File: src/rtl/alu_ctrl_pkg.sv
// ALU control codes and requester ids shared by blocks that sit in front of the ALU.
package alu_ctrl_pkg;

  typedef enum logic [3:0] {
    OP_ADD = 4'b0000,
    OP_SUB = 4'b0001,
    OP_MOD = 4'b0010,
    OP_MUL = 4'b0011,
    OP_SLL = 4'b0100,
    OP_SRL = 4'b0101,
    OP_OR  = 4'b0110,
    OP_AND = 4'b0111,
    OP_XOR = 4'b1000
  } alu_op_e;

  localparam logic [3:0] OP_MAX = 4'b1000;

  localparam logic REQ_EX = 1'b0;
  localparam logic REQ_AG = 1'b1;

endpackage

File: src/rtl/rr_arbiter2.sv
// Two-way round-robin arbiter; the pointer names the requester that wins a tie.
module rr_arbiter2 (
  input  logic       clk_i,
  input  logic       rst_i,
  input  logic [1:0] req_i,
  input  logic       en_i,
  input  logic       accept_i,
  output logic [1:0] gnt_o,
  output logic       gnt_id_o
);

  logic ptr_q, ptr_d;

  always_comb begin
    gnt_o = 2'b00;
    if (en_i) begin
      case (req_i)
        2'b01:   gnt_o = 2'b01;
        2'b10:   gnt_o = 2'b10;
        2'b11:   gnt_o = ptr_q ? 2'b10 : 2'b01;
        default: gnt_o = 2'b00;
      endcase
    end
    gnt_id_o = gnt_o[1];
  end

  // Loser of this grant gets priority next time.
  always_comb begin
    ptr_d = ptr_q;
    if (accept_i) ptr_d = ~gnt_id_o;
  end

  always_ff @(posedge clk_i) begin
    if (rst_i) ptr_q <= 1'b0;
    else       ptr_q <= ptr_d;
  end

endmodule

File: src/rtl/alu_share_arbiter.sv
// Shares one ALU between the execute stage and the address/branch unit:
// round-robin accept, one issue register, one response slot per requester.
module alu_share_arbiter
  import alu_ctrl_pkg::*;
#(
  parameter int unsigned       WIDTH  = 32,
  parameter int unsigned       OP_W   = 4,
  parameter logic [OP_W-1:0]   OP_MAX = OP_W'(alu_ctrl_pkg::OP_MAX)
) (
  input  logic             Clk,
  input  logic             Reset,
  input  logic             rq0_valid,
  output logic             rq0_ready,
  input  logic [OP_W-1:0]  rq0_op,
  input  logic [WIDTH-1:0] rq0_a,
  input  logic [WIDTH-1:0] rq0_b,
  input  logic             rq1_valid,
  output logic             rq1_ready,
  input  logic [OP_W-1:0]  rq1_op,
  input  logic [WIDTH-1:0] rq1_a,
  input  logic [WIDTH-1:0] rq1_b,
  output logic             rs0_valid,
  input  logic             rs0_ready,
  output logic [WIDTH-1:0] rs0_result1,
  output logic [WIDTH-1:0] rs0_result2,
  output logic             rs0_zero,
  output logic             rs0_err,
  output logic             rs1_valid,
  input  logic             rs1_ready,
  output logic [WIDTH-1:0] rs1_result1,
  output logic [WIDTH-1:0] rs1_result2,
  output logic             rs1_zero,
  output logic             rs1_err,
  output logic [OP_W-1:0]  alu_ctrl,
  output logic [WIDTH-1:0] alu_a,
  output logic [WIDTH-1:0] alu_b,
  input  logic [WIDTH-1:0] alu_result1,
  input  logic [WIDTH-1:0] alu_result2,
  input  logic             alu_zero
);

  logic             stage_valid_q, stage_valid_d;
  logic             stage_owner_q, stage_owner_d;
  logic [OP_W-1:0]  stage_op_q, stage_op_d;
  logic [WIDTH-1:0] stage_a_q, stage_a_d;
  logic [WIDTH-1:0] stage_b_q, stage_b_d;

  logic [1:0]            rs_valid_q, rs_valid_d;
  logic [1:0][WIDTH-1:0] rs_result1_q, rs_result1_d;
  logic [1:0][WIDTH-1:0] rs_result2_q, rs_result2_d;
  logic [1:0]            rs_zero_q, rs_zero_d;
  logic [1:0]            rs_err_q, rs_err_d;

  logic [1:0] rs_ready;
  logic [1:0] gnt;
  logic       gnt_id;
  logic       adv;
  logic       can_accept;
  logic       accept;

  assign rs_ready = {rs1_ready, rs0_ready};

  // Stage drains into its owner's slot when that slot is empty or being consumed.
  assign adv        = stage_valid_q &
                      (~rs_valid_q[stage_owner_q] | rs_ready[stage_owner_q]);
  assign can_accept = (~stage_valid_q | adv) & ~Reset;
  assign accept     = |gnt;

  rr_arbiter2 u_rr_arbiter2 (
    .clk_i    (Clk),
    .rst_i    (Reset),
    .req_i    ({rq1_valid, rq0_valid}),
    .en_i     (can_accept),
    .accept_i (accept),
    .gnt_o    (gnt),
    .gnt_id_o (gnt_id)
  );

  assign rq0_ready = gnt[REQ_EX];
  assign rq1_ready = gnt[REQ_AG];

  always_comb begin
    stage_valid_d = stage_valid_q;
    stage_owner_d = stage_owner_q;
    stage_op_d    = stage_op_q;
    stage_a_d     = stage_a_q;
    stage_b_d     = stage_b_q;
    if (accept) begin
      stage_valid_d = 1'b1;
      stage_owner_d = gnt_id;
      stage_op_d    = gnt_id ? rq1_op : rq0_op;
      stage_a_d     = gnt_id ? rq1_a  : rq0_a;
      stage_b_d     = gnt_id ? rq1_b  : rq0_b;
    end else if (adv) begin
      stage_valid_d = 1'b0;
    end
  end

  // Refill after consume in the same cycle: the refill is written last and wins.
  always_comb begin
    rs_valid_d   = rs_valid_q;
    rs_result1_d = rs_result1_q;
    rs_result2_d = rs_result2_q;
    rs_zero_d    = rs_zero_q;
    rs_err_d     = rs_err_q;
    for (int i = 0; i < 2; i++) begin
      if (rs_valid_q[i] && rs_ready[i]) rs_valid_d[i] = 1'b0;
      if (adv && (stage_owner_q == 1'(i))) begin
        rs_valid_d[i]   = 1'b1;
        rs_result1_d[i] = alu_result1;
        rs_result2_d[i] = alu_result2;
        rs_zero_d[i]    = alu_zero;
        rs_err_d[i]     = (stage_op_q > OP_MAX);
      end
    end
  end

  always_ff @(posedge Clk) begin
    if (Reset) begin
      stage_valid_q <= 1'b0;
      stage_owner_q <= 1'b0;
      stage_op_q    <= '0;
      stage_a_q     <= '0;
      stage_b_q     <= '0;
      rs_valid_q    <= '0;
      rs_result1_q  <= '0;
      rs_result2_q  <= '0;
      rs_zero_q     <= '0;
      rs_err_q      <= '0;
    end else begin
      stage_valid_q <= stage_valid_d;
      stage_owner_q <= stage_owner_d;
      stage_op_q    <= stage_op_d;
      stage_a_q     <= stage_a_d;
      stage_b_q     <= stage_b_d;
      rs_valid_q    <= rs_valid_d;
      rs_result1_q  <= rs_result1_d;
      rs_result2_q  <= rs_result2_d;
      rs_zero_q     <= rs_zero_d;
      rs_err_q      <= rs_err_d;
    end
  end

  assign alu_ctrl = stage_valid_q ? stage_op_q : '0;
  assign alu_a    = stage_valid_q ? stage_a_q  : '0;
  assign alu_b    = stage_valid_q ? stage_b_q  : '0;

  assign rs0_valid   = rs_valid_q[0];
  assign rs0_result1 = rs_result1_q[0];
  assign rs0_result2 = rs_result2_q[0];
  assign rs0_zero    = rs_zero_q[0];
  assign rs0_err     = rs_err_q[0];
  assign rs1_valid   = rs_valid_q[1];
  assign rs1_result1 = rs_result1_q[1];
  assign rs1_result2 = rs_result2_q[1];
  assign rs1_zero    = rs_zero_q[1];
  assign rs1_err     = rs_err_q[1];

endmodule

File: config.mk
export PLATFORM = sky130hd
export DESIGN_NAME = alu_share_arbiter
export DESIGN_NICKNAME = d
export VERILOG_FILES = /design/src/rtl/alu_ctrl_pkg.sv /design/src/rtl/rr_arbiter2.sv /design/src/rtl/alu_share_arbiter.sv
export SDC_FILE = /design/constraint.sdc
export NUM_CORES = 1
export LEC_CHECK = 0
export BUFFER_PORTS_ARGS = -buffer_cell sky130_fd_sc_hd__buf_2
export CAP_MARGIN = 25
export CORE_AREA = 2 2 158 160
export CTS_BUF_LIST = sky130_fd_sc_hd__clkbuf_2 sky130_fd_sc_hd__clkbuf_4 sky130_fd_sc_hd__clkbuf_8
export DETAILED_ROUTE_END_ITERATION = 6
export DIE_AREA = 0 0 160 162
export MAX_ROUTING_LAYER = met4
export PLACE_DENSITY_LB_ADDON = 0.25
export SETUP_SLACK_MARGIN = 0.1
export SYNTH_ARGS = -nofsm -noshare
export SYNTH_HDL_FRONTEND = slang
export SYNTH_HIERARCHICAL = 1
export SYNTH_SLANG_ARGS = --single-unit
export TNS_END_PERCENT = 5
File: constraint.sdc
create_clock -name Clk -period 5.7 [get_ports Clk]
set_clock_uncertainty 0.1 [all_clocks]
set_input_delay 0 -clock Clk [delete_from_list [all_inputs] [get_ports Clk]]
set_output_delay 0 -clock Clk [all_outputs]
set_load 0.02 [all_outputs]
# Word level (Yosys, flattened, before mapping)
# Index checks and enable logic that the tools add are counted.
# Widths: inputs -> output; s select.
[op_classes] magnitude_cmp=2 n_eq_ne=3 mux=19 bitwise_logic=9 reduce_logical=8
[op_table] operator="$mux 32" count=4
[op_table] operator="$mux 1" count=10
[op_table] operator="$mux 4" count=2
[op_table] operator="$pmux 2 s3" count=1
[op_table] operator="$reduce_bool 2->1" count=3
[op_table] operator="$not 1->1" count=5
[op_table] operator="$eq 2x2->1 const B" count=2
[op_table] operator="$gt 4x4->1 const B" count=1
[op_table] operator="$logic_and 1x1->1" count=4
[op_table] operator="$mux 2" count=2
[op_table] operator="$and 1x1->1" count=2
[op_table] operator="$eq 2x1->1 const B" count=1
[op_table] operator="$lt 1x2->1 const B" count=1
[op_table] operator="$or 1x1->1" count=2
[op_table] operator="$reduce_or 2->1" count=1
[word_totals] ff_bits=205 in_bits=207 out_inout_bits=204 elab_cells=57

# Longest topological paths before layout
# Gate-level depths: netlist of the first run.
[logic_depth] ltp_word=10 ltp_mapped=13 mapped_depth_nobuf=7

# Hierarchy
# The synthesis of the first run kept the hierarchy.
[by_module_without_submodules] module="alu_share_arbiter" instances=1 cells_each=999 area_per_inst_um2=8580.7 seq_area_each_um2=4083.9
[by_module_without_submodules] module="rr_arbiter2" instances=1 cells_each=8 area_per_inst_um2=72.6 seq_area_each_um2=20.0

# Worst setup path after synthesis of the first run
# Ideal clock, no wire load.
[synth_timing] kind="register -> register" from="register rs_valid_q[0]" to="register stage_a_q[19]" setup_ns=0.086 t_arrival_ns=2.519 t_required_ns=5.514 setup_slack_ns=2.996 path_stages_with_launch=13 path_buffers=5 period_less_slack_ns=2.704 cell_sequence="dfxtp_1 -> and2b_1 -> buf_2 -> buf_2 -> a221oi_2 -> nand2_1 -> a21oi_1 -> or2_1 -> clkbuf_1 -> buf_2 -> buf_2 -> nor2_1 -> a211oi_1"
[synth_via] elab_chain_cells=9 word_cells_on_any_way=10 cone_classes="mux: 4; bitwise: 5; reduce/logical: 1"
[synth_rtl] item="start, declared" line="alu_share_arbiter.sv:48" source="logic [1:0] rs_valid_q, rs_valid_d;"
[synth_rtl] item="start signal, assigned" line="alu_share_arbiter.sv:136" source="rs_valid_q <= rs_valid_d;"
[synth_rtl] item="$mux 1 (implied by the code) (2 in series)" line="alu_share_arbiter.sv:65" source="(~rs_valid_q[stage_owner_q] | rs_ready[stage_owner_q]);"
[synth_rtl] item="$not 1->1" line="alu_share_arbiter.sv:65"
[synth_rtl] item="$or 1x1->1" line="alu_share_arbiter.sv:65"
[synth_rtl] item="$and 1x1->1" line="alu_share_arbiter.sv:64" source="assign adv = stage_valid_q &"
[synth_rtl] item="$or 1x1->1" line="alu_share_arbiter.sv:66" source="assign can_accept = (~stage_valid_q | adv) & ~Reset;"
[synth_rtl] item="$and 1x1->1" line="alu_share_arbiter.sv:66"
[synth_rtl] item="net can_accept" line="alu_share_arbiter.sv:58" source="logic can_accept;"
[synth_rtl] item="$mux 2" line="rr_arbiter2.sv:16" source="if (en_i) begin"
[synth_rtl] item="net rq0_ready" line="alu_share_arbiter.sv:13" source="output logic rq0_ready,"
[synth_rtl] item="$reduce_or 2->1" line="alu_share_arbiter.sv:67" source="assign accept = |gnt;"
[synth_rtl] item="end signal, assigned" line="alu_share_arbiter.sv:134" source="stage_a_q <= stage_a_d;"
[synth_rtl] item="end, declared" line="alu_share_arbiter.sv:45" source="logic [WIDTH-1:0] stage_a_q, stage_a_d;"
# The timed path passes the listed nets, and every way through them passes these cells. The select of a mux whose other input is x is not followed.
# A chain may end at the register's enable or synchronous reset.

# Worst setup path in the final report of the first run
[layout_timing] from="register rs_valid_q[0]" to="register stage_a_q[15]"
[layout_via] elab_chain_cells=9 word_cells_on_any_way=10 cone_classes="mux: 4; bitwise: 5; reduce/logical: 1"
[layout_rtl] item="$mux 1 (implied by the code) * (2 in series)" line="alu_share_arbiter.sv:65"
[layout_rtl] item="$not 1->1 *" line="alu_share_arbiter.sv:65"
[layout_rtl] item="$or 1x1->1 *" line="alu_share_arbiter.sv:65"
[layout_rtl] item="$and 1x1->1 *" line="alu_share_arbiter.sv:64"
[layout_rtl] item="$or 1x1->1 *" line="alu_share_arbiter.sv:66"
[layout_rtl] item="$and 1x1->1 *" line="alu_share_arbiter.sv:66"
[layout_rtl] item="net can_accept" line="alu_share_arbiter.sv:58"
[layout_rtl] item="$mux 2 *" line="rr_arbiter2.sv:16"
[layout_rtl] item="$mux 32 / $reduce_or 2->1 (equally long branches)" line="alu_share_arbiter.sv:92, alu_share_arbiter.sv:67"
# Mark *: on every way through the listed nets, which the timed path passes. The rest lies on a longest branch. The select of a mux whose other input is x is not followed.

==> results.toml, run 1 <==
[clocking]
clock-sinks = 205
cts_tree = "built"
clockBufferDepth = 3
post_cts_buffers = 0
clock_latency_ns = 0.53
htreeDepth = 2
clkTransAtPathRegs_ns = 0.06
numCtsBuffers = 37
cts_resized = 0
postCtsHoldBufs = 205
cts-root-buf = "clkbuf_8"

[detailed_routing]
wire_per_inst_um = 17.4
first_pass_iters = 5
drtAntennaViolNets = 0
wl_um = 33400
via_per_inst = 5.13
drtIter0Drc = 716
drcViolationCount = 0
num_vias = 9821

[cells_and_area]
final_cells = 1916
area_growth_syn_to_layout_pct = 56.8
nNetsFinal = 1771
final_area_mm2 = 0.0136
drive_gt1_share_pct = 31.6

[logic_synthesis]
yosysMostFrequentCell = "dfxtp_1"
synth_cell_types = 28
synth-main-ff-cell = "dfxtp_1"
synth-edff-count = 0
syn_area_mm2 = 0.00865
yosys_warnings = 6
ys_top_cells_by_area = "dfxtp_1 47%, mux2i_1 8.0%, a21oi_1 7.7%"
synthTopCellsByCount = "205 x dfxtp_1, 133 x a21oi_1, 130 x nand3_1"
synth_cells = 1007
synth-seq-cells = 205
synth_top_area_share_pct = 47.4
synth_top_area_cell = "dfxtp_1"
syn_nets = 1214
ys_seq_area_share_pct = 47.4
synth-async-reset-ratio_pct = 0
syn_area_per_cell_um2 = 8.59

[pwr]
p_leak_nw = 5.92
ir_drop_mv = 0.138
p_per_area_mw_per_mm2 = 262

[sta]
finalSetupViolCount = 0
grt_setup_unrepaired = "no"
final-hold-violation-count = 0
maxSlewViolCount = 0
layout_min_cycle_time_ns = 3.75
worstMarginPinSlew_ns = 0.911
fin_ws_ns = 1.95
timing.fmax_ghz = 0.267
max_slew_margin_pct = 39.3
hold_slack_ns = 0.0120
period_share_pct = 65.8
tns_ns = 0

[worst_setup_path]
cp.required_ns = 6.01
cp-end-kind = "register"
arrival_ns = 4.06
crit_fanout = 53
critPathKind = "reg -> reg"
cp-start-kind = "register"

[floorplan]
rows = 57
floorplan.initialDensity_pct = 35.9
die_h_um = 162
dieArea_mm2 = 0.0259
die_w_um = 160
io_pins = 411
core_mm2 = 0.0241

[placement]
place_area_mm2 = 0.0107
io_buffers = 410
gp_congestion = 0.814
pre_cts_ws_ns = 2.42
placedCellCount = 1643
hpwl_um = 19200

[job]
maxCapViolations = 0

[status]
status = "finished clean"

[global_routing]
antenna_found_initial = 4
gr-total-overflow = 0
grt_first_pass_wirelength_um = 51500
grt_use_total_pct = 25.1
grt_pass1_vias = 10000
grt_max_degree = 110

[worst_hold_path]
min_path_type = "in -> reg"
state kept, by name (all words and copies together) (netlist names):
name / flops
rs1_result1: 32
rs_valid_q: 2
u_rr_arbiter2/ptr_q: 1
rs0_result2: 32
stage_a_q: 32
stage_op_q: 4
rs1_result2: 32
rs_err_q: 2
stage_owner_q: 1
stage_b_q: 32
stage_valid_q: 1
rs_zero_q: 2
rs0_result1: 32
placed cells by master, fill, tap and decap left out, drive strengths merged, types with 2 or more instances in the layout:
master	instances
a211oi	68
a21oi	133
a221oi	2
and2	69
and2b	3
buf	425
clkbuf	62
clkinv	2
dfxtp	205
diode	2
dlygate4sd3	205
mux2i	69
nand2	2
nand2b	4
nand3	130
nor2	70
o211ai	2
o21ai	130
o31ai	2
layer usage:
layer | vias up | share of wire (%) | global-route usage [%]
met5 | - | 0 | -
met4 | 0 | 2.9 | 9.09
met3 | 76 | 6.7 | 5.13
met2 | 408 | 50 | 43.4
met1 | 4633 | 41 | 29.1
li1 | 4704 | - | -
worst max-delay path: stages, from the launching register on:
cell           delay [ns]
dfxtp_1              0.33
and2b_2              0.19
buf_4                0.25
a221oi_2             0.40
and3_4               0.46
buf_4                0.76
mux2i_1              0.17
dlygate4sd3_1        0.61
a211oi_1             0.28
kinds of logic (layout without fill, tap and decap cells):
group	after synthesis	count (layout)	share of synthesized area, %
multiplexers	69	69	7.98
flip-flops	205	205	47.4
AND/OR/NAND/NOR	280	280	16.3
AO/OA/AOI/OAI	340	340	22.1
other	0	2	0
buffers and inverters	113	696	6.16
layout make-up:
| class | instances | area, um^2 |
|---|---|---|
| Antenna cell | 2 | 5.00 |
| Clock buffer | 62 | 753 |
| Clock inverter | 3 | 17.5 |
| Fill cell | 2184 | 10500 |
| Inverter | 1 | 3.75 |
| Multi-Input combinational cell | 689 | 4040 |
| Sequential cell | 205 | 4110 |
| Tap cell | 324 | 405 |
| Timing Repair Buffer | 630 | 4240 |
through the flow:
step           util (%)  total power, mW
2_1_floorplan         -             1.84
3_3_place_gp       44.5             2.01
3_5_place_dp       44.5             2.02
4_1_cts            56.2             3.59
5_1_grt            56.3             3.72
6_report           56.3             3.56
power breakdown:
group          switching [mW]  internal, mW
clock network           0.605         0.828
logic                   0.300         0.281
registers              0.0374          1.51
total                   0.943          2.62
final timing paths:
| kind | startpoint | end | slack, ns | depth (start not counted) |
|---|---|---|---|---|
| max | rs_valid_q[0] | stage_a_q[15] | 1.95 | 8 |
| min | rs1_ready | rs_valid_q[1] | 0.01 | 3 |
| max reg2reg | rs_valid_q[0] | stage_a_q[15] | 1.95 | 8 |
| min reg2reg | rs1_result2[30] | rs1_result2[30] | 0.37 | 2 |
Note: power is estimated with default switching activity, not from simulation.
==> run 2: changes to the inputs <==
CORE_AREA = 2 2 159 161   (was 2 2 158 160)
DIE_AREA = 0 0 161 163   (was 0 0 160 162)
clock period = 3 ns   (was 5.7 ns; I/O delays follow)
==> run 2 against run 1 <==
Against the previous run: via count rose by 1.0%; die area rose by 1.2%; clock power rose by 83%; setup slack got worse by 1.7 ns; flip-flop and latch count did not move; sequential power rose by 90%; critical path type unchanged; highest routed layer unchanged.
==> results.toml, run 2 (same netlist as run 1, synthesis figures left out) <==
[status]
status = "finished clean"

[global_routing]
grt_first_pass_wirelength_um = 51200
grt_use_total_pct = 24.8
grt_pass1_vias = 9713
grt_max_degree = 83
antenna_found_initial = 3
gr-total-overflow = 0

[cells_and_area]
drive_gt1_share_pct = 31.7
mostFrequentLayoutCell = "buf_2"
final_cell_mix = "409 x buf_2, 204 x dlygate4sd3_1, 204 x dfxtp_1"
nNetsFinal = 1771
area_growth_syn_to_layout_pct = 57.4

[clocking]
clock_latency_ns = 0.52
htreeDepth = 2
cts_tree = "built"
numCtsBuffers = 37
clockBufferDepth = 3
post_cts_buffers = 0
clock-sinks = 205
cts-root-buf = "clkbuf_8"
clkTransAtPathRegs_ns = 0.06

[sta]
layout_min_cycle_time_ns = 2.76
final-hold-violation-count = 0
worstMarginPinSlew_ns = 0.926
tns_ns = 0
fin_ws_ns = 0.236
maxSlewViolCount = 0
hold_slack_ns = 0.153
max_slew_margin_pct = 38.3
period_share_pct = 92.1
timing.fmax_ghz = 0.362
finalSetupViolCount = 0
grt_setup_unrepaired = "yes"

[worst_hold_path]
min_path_type = "in -> reg"
hold_depth = 6

[worst_setup_path]
cp_slowest_stage_delay_ns = 0.57
crit_chain = "and2b_2 -> a221oi_2 -> and3_4 -> or2_4 -> o21bai_1 -> a41oi_2 -> dlygate4sd3_1"
ff2ff_setup_slack_ns = 0.24
critPathKind = "reg -> reg"
cp-end-kind = "register"
arrival_ns = 3.12
cp-start-kind = "register"
cp.required_ns = 3.35
slowest_stage = "dlygate4sd3_1"
crit_fanout = 25
r2r_cells = 7

[pwr]
cell_internal_pwr_mw = 4.84
p_seq_share_pct = 44.1
ir_drop_mv = 0.247
p_comb_share_pct = 16.6
p_leak_nw = 5.94
swShare_pct = 27.5
p_clk_share_pct = 39.3
design_power_total_mw = 6.67
p_switching_mw = 1.83
p_per_area_mw_per_mm2 = 490

[detailed_routing]
drcViolationCount = 0
via_per_inst = 5.16
num_vias = 9924
drtAntennaViolNets = 0
wire_per_inst_um = 17.8
drtIter0Drc = 847
first_pass_iters = 5
wl_um = 34200

[placement]
io_buffers = 410
hpwl_um = 19500
pre_cts_ws_ns = 0.517
gp_congestion = 0.817

[job]
maxCapViolations = 0

[floorplan]
die_w_um = 161
floorplan.initialDensity_pct = 35.1
dieArea_mm2 = 0.0262
rows = 58
io_pins = 411
core_mm2 = 0.0247
die_h_um = 163
-- run 2: cell types whose count changed in the layout (fill, tap and decap cells not counted), sizes merged --
cell and delta:
clkbuf -5, buf -1, diode +1, clkinvlp +1, clkinv +5, dlygate4sd3 -1
-- run 2: worst paths after layout --
kind,startpoint,to
worst max-delay path,stage_valid_q,u_rr_arbiter2/ptr_q
worst min register to register,rs0_result1[26],rs0_result1[26]
worst min-delay path,rq0_valid,stage_b_q[19]
worst max register to register,stage_valid_q,u_rr_arbiter2/ptr_q
-- run 2: critical path: cells and delay by family (launching register included) --
kind | cells | cell delay, ns
compound gates | 3 | 0.65
buf+inv | 1 | 0.57
flops | 1 | 0.43
simple gates | 3 | 0.94
-- run 2: metrics by stage --
step / util (%) / instance area [um^2] / std cells
6_report: 55.2 / 13600 / 1922
5_1_grt: 55.2 / 13600 / 1922
4_1_cts: 55.0 / 13600 / 1917
3_5_place_dp: 43.7 / 10800 / 1649
3_3_place_gp: 43.7 / 10800 / 1649
2_1_floorplan: - / 8650 / 1007
-- run 2: power groups by stage --
stage | clock network (mW) | registers (mW) | logic, mW
finish | 2.62 | 2.94 | 1.11
global route | 2.81 | 2.96 | 1.20
CTS | 2.69 | 2.94 | 1.08
detailed placement | 0 | 3.00 | 0.850
global placement | 0 | 2.99 | 0.839
floorplan | 0 | 3.04 | 0.467
-- run 2: metal layers --
metal	part of all wire, %	global-route usage (%)	vias up
li1	-	-	4711
met1	40	30.1	4658
met2	48	40.5	462
met3	7.3	4.66	93
met4	4.1	11.1	0
met5	0	-	-
-- run 2: area by class of cell --
cell class | instances | area, um^2
Sequential cell | 205 | 4110
Antenna cell | 3 | 7.51
Inverter | 1 | 3.75
Multi-Input combinational cell | 689 | 4040
Fill cell | 2293 | 11000
Clock inverter | 9 | 50.0
Clock buffer | 55 | 676
Tap cell | 330 | 413
Timing Repair Buffer | 630 | 4330
-- run 2: what timing repair did --
item / CTS / global route
hold buffers: 204 / 0
setup endpoints to repair: 0 / 31
hold endpoints to repair: 201 / 0
resized for setup: 0 / 1
